### config.mk
export PLATFORM = sky130hd
export DESIGN_NAME = ds3_frame_tx
export DESIGN_NICKNAME = d
export VERILOG_FILES = /design/src/rtl/ds3_frame_tx.sv
export SDC_FILE = /design/constraint.sdc
export NUM_CORES = 1
export LEC_CHECK = 0
export CAP_MARGIN = 10
export CELL_PAD_IN_SITES_DETAIL_PLACEMENT = 0
export CELL_PAD_IN_SITES_GLOBAL_PLACEMENT = 1
export CORE_MARGIN = 2
export CORE_UTILIZATION = 46
export DETAILED_ROUTE_END_ITERATION = 6
export PLACE_DENSITY = 0.87
export SYNTH_ARGS = -nofsm -noshare
export SYNTH_HDL_FRONTEND = slang
export SYNTH_SLANG_ARGS = --single-unit
### constraint.sdc
create_clock -name clk -period 5.94 [get_ports clk]
set_clock_uncertainty 0.2 [all_clocks]
set_input_delay 0.594 -clock clk [delete_from_list [all_inputs] [get_ports clk]]
set_output_delay 0.594 -clock clk [all_outputs]
set_load 0.01 [all_outputs]
### src/rtl/ds3_frame_tx.sv
// rtl/ds3_frame_tx.sv - DS3 M-frame serial transmitter with overhead insertion, stuffing and P parity
module ds3_frame_tx (
  input  logic       clk,
  input  logic       reset,
  input  logic       pay_in,
  input  logic [6:0] stuff_req,
  input  logic       x_bit,
  output logic       sout,
  output logic       pay_req,
  output logic       frame_start,
  output logic [2:0] sub_idx,
  output logic [2:0] blk_idx
);
  // Position counters address the bit that the next rising edge loads onto sout.
  logic [6:0] bit_pos;
  logic [2:0] blk;
  logic [2:0] sub;
  logic [6:0] stuff_l;
  logic       x_l;
  logic       p_l;
  logic       par_acc;
  logic       frame_edge;
  logic       is_oh;
  logic       is_stuff;
  logic       oh_bit;
  logic       next_bit;

  always_comb begin
    frame_edge = (bit_pos == 7'd0) && (blk == 3'd0) && (sub == 3'd0);
    is_oh      = (bit_pos == 7'd0);
    is_stuff   = (bit_pos == 7'd1) && (blk == 3'd7) && stuff_l[sub];
    pay_req    = !is_oh && !is_stuff;
  end

  // The first X goes out on the same edge that samples x_bit, so it bypasses x_l.
  always_comb begin
    oh_bit = 1'b0;
    case (blk)
      3'd0: begin
        case (sub)
          3'd0:    oh_bit = x_bit;
          3'd1:    oh_bit = x_l;
          3'd2,
          3'd3:    oh_bit = p_l;
          3'd5:    oh_bit = 1'b1;
          default: oh_bit = 1'b0;
        endcase
      end
      3'd1, 3'd7: oh_bit = 1'b1;
      3'd3, 3'd5: oh_bit = 1'b0;
      default:    oh_bit = stuff_l[sub];
    endcase
    next_bit = is_oh ? oh_bit : (is_stuff ? 1'b0 : pay_in);
  end

  always_ff @(posedge clk or negedge reset) begin
    if (!reset) begin
      bit_pos <= 7'd0;
      blk     <= 3'd0;
      sub     <= 3'd0;
    end else if (bit_pos == 7'd84) begin
      bit_pos <= 7'd0;
      if (blk == 3'd7) begin
        blk <= 3'd0;
        sub <= (sub == 3'd6) ? 3'd0 : sub + 3'd1;
      end else begin
        blk <= blk + 3'd1;
      end
    end else begin
      bit_pos <= bit_pos + 7'd1;
    end
  end

  always_ff @(posedge clk or negedge reset) begin
    if (!reset) begin
      sout        <= 1'b0;
      frame_start <= 1'b0;
      sub_idx     <= 3'd0;
      blk_idx     <= 3'd0;
    end else begin
      sout        <= next_bit;
      frame_start <= frame_edge;
      sub_idx     <= sub;
      blk_idx     <= blk;
    end
  end

  // Parity covers every payload slot including stuff bits; it is latched at the frame boundary.
  always_ff @(posedge clk or negedge reset) begin
    if (!reset) begin
      stuff_l <= 7'd0;
      x_l     <= 1'b0;
      p_l     <= 1'b0;
      par_acc <= 1'b0;
    end else if (frame_edge) begin
      stuff_l <= stuff_req;
      x_l     <= x_bit;
      p_l     <= par_acc;
      par_acc <= 1'b0;
    end else if (!is_oh) begin
      par_acc <= par_acc ^ next_bit;
    end
  end

endmodule

==> reports/qor.txt <==
Worst Setup End Kind: output port
Port Buffers: 19
Area contributors post-synth: dfrtp_1, mux2_2, ha_1
H-Tree Depth: 2
Logic pwr share: 5.2%
Critical R2R Launch: bit_pos[0]
Launch point of the worst path: sub[0]
Maximum VDD drop: 0.140 mV
CTS sink cnt: 31
Final GP Congestion: 0.773
Die W: 60.3 um
DRT iter0 DRCs: 8
Final setup viols: 0
Detail Placement HPWL: 1790 um
Flop-to-flop setup slack: 3610 ps
Placed Area: 0.00169 mm2
Register share of total power: 53.4%
Post-CTS setup buffer count: 0
Layout area overhead: 21.5%
Drt drc: 0
Fmax: 317 MHz
Mean routed wirelength per cell: 12.9 um
Post-synth top cells: dfrtp_1, nor2_1, mux2_2
Core area: 0.00303 mm2
GR met3 Demand/Resource: 4.48%
Synthesis Warnings: 0
IO Pins: 20
Cell taking the most area after synthesis: dfrtp_1
Hold Path Class: register to register
Status: finished, final reports clean
Clk Latency, worst-skew pair: 330 ps
Clock power share: 41.4%
Reg2reg end: sub[0]
Nets: 163
Deepest clock path buffer count: 2
Routed vias: 948
Slew @ Worst Pin: 551 ps
Critical path class: register to output port
Synth Net Count: 140
R2R cell count: 6
# resized after CTS: 0
Finished Cell Area: 0.00177 mm2
Final Max Slew Viols: 0
Cts bufs inserted: 5
Final TNS setup: 0 ps
Routing usage on met2: 27.2%
Pwr/cell area: 234 mW/mm2
Yosys top cell area share: 53.1%
Count leader, synth: dfrtp_1
CP Launch Type: register
Number of global-route vias before repair: 996
Gr busiest metal: met2
P_leak: 0.785 nW
Die area: 0.00364 mm2
Total Wirelength: 2450 um
Max FO, Critical Path: 14
Fraction of layout instances using a drive strength above 1: 18.6%
DR vias/cell: 5.02
Row count: 20
Post-synthesis sequential area ratio: 53.1%
Post-synth cell types: 36
EDFF count, synth: 0
Data arrival, critical path: 2360 ps
M1 GR Usage: 19.6%
End of the critical path: pay_req
CTS clk-pin slew, worst paths: 100 ps
First-pass iteration count of the detailed router: 4
Setup ws final: 2790 ps
NetSw: 0.0852 mW
Cells after Synth: 121
Period utilisation layout: 53.0%
Largest net degree at the start of global routing: 32
RSZ-0062 raised after global routing: no
Grt ovf: 0
CTS tree: built
DP Worst Slack: 3170 ps
P_int: 0.330 mW
Initial core utilization: 48.2%
Synth Flop Type: dfrtp_1
Mapped cell area: 0.00146 mm2
Antenna diode count: 0
First-pass GRT wire length: 4300 um
Root buffer cell: clkbuf_4
Initial antenna violation count: 0
Max-capacitance violation count: 0
Mean area per synthesized cell: 12.1 um2
Synthesis-stage register bit count: 31
GRT Util Overall: 16.5%
Hold buffer count at cts: 0
Data required time of the critical path: 5150 ps
Die Y: 60.3 um
Min cycle time layout: 3150 ps
Final Hold Vio Count: 0
Async set or reset register ratio after synthesis: 100%
Final antenna-violating net count: 0
Worst rel slew slack: 62.3%
Sw frac: 20.5%
==> routing by layer <==
metal  part of all wire, %  wire length (um)  vias up
li1                      -                 -      470
met1                    45              1110      454
met2                    48              1180       16
met3                   3.9                96        8
met4                   2.4                59        0
met5                     0                 0        -
==> cell type report <==
type | count | area (um2)
clock buffer | 6 | 51.3
clock inverter | 2 | 35.0
fill | 258 | 1250
inverter | 5 | 18.8
multi-input combinational | 81 | 641
sequential | 31 | 776
tap | 44 | 55.1
timing repair buffer | 20 | 198
==> metrics by stage <==
stage          hold WS [ps]  total power, mW  instances  util [%]
2_1_floorplan          98.4            0.234        121         -
3_3_place_gp            189            0.247        181      55.7
3_5_place_dp            192            0.248        181      55.7
4_1_cts                 216            0.421        189      58.6
5_1_grt                 236            0.432        189      58.6
6_report                211            0.415        189      58.6
==> how the worst min path moves through the flow <==
stage | from | end | slack [ps] | depth (start not counted)
after global routing | blk[1] | blk_idx[1] | 240 | 0
after global placement | blk[1] | blk_idx[1] | 190 | 0
after floorplan | reset | bit_pos[0] | 100 | 0
final | blk[1] | blk_idx[1] | 210 | 0
after CTS | blk[1] | blk_idx[1] | 220 | 0
after detailed placement | blk[1] | blk_idx[1] | 190 | 0
==> power by group through the flow <==
stage	Combinational [mW]	Sequential, mW	Clock (mW)
floorplan	0.00878	0.225	0
global placement	0.0215	0.225	0
detailed placement	0.0221	0.226	0
CTS	0.0224	0.222	0.177
global route	0.0251	0.223	0.184
finish	0.0216	0.222	0.172
==> critical path, stage by stage, from the launching register on <==
cell	delay (ps)
dfrtp_1	530
nand2b_2	240
mux4_2	510
nor2_1	130
o211ai_1	100
clkdlybuf4s50_1	510
==> kinds of logic (layout without fill, tap and decap cells) <==
| group | after synthesis | in the layout | share of synthesized area [%] |
|---|---|---|---|
| and+or+nand+nor | 38 | 38 | 14.1 |
| adders and majority gates | 8 | 8 | 6.86 |
| buffers and inverters | 9 | 33 | 3.00 |
| DFF | 31 | 31 | 53.1 |
| muxes | 17 | 17 | 13.5 |
| AOI/OAI and AO/OA | 13 | 13 | 6.51 |
| xor gates and xnor gates | 5 | 5 | 3.00 |
==> sequential cells by signal, indices dropped and copies added (netlist names), 3 cells and up <==
register	count
blk	3
sub_idx	3
sub	3
bit_pos	7
blk_idx	3
stuff_l	7
==> cells in the final DEF (no fill, tap or decap), types with 2 or more instances in the layout <==
master	count
dfrtp_1	31
clkdlybuf4s50_1	19
nor2_1	12
mux2_2	11
ha_1	8
nand2_1	7
inv_1	5
mux2i_1	5
clkbuf_4	5
xnor2_1	4
o21ai_0	4
and3_1	2
nand3_1	2
nor3b_1	2
and4_1	2
nand2b_1	2
a21oi_1	2
No activity file was read; power rests on OpenSTA's default activity.
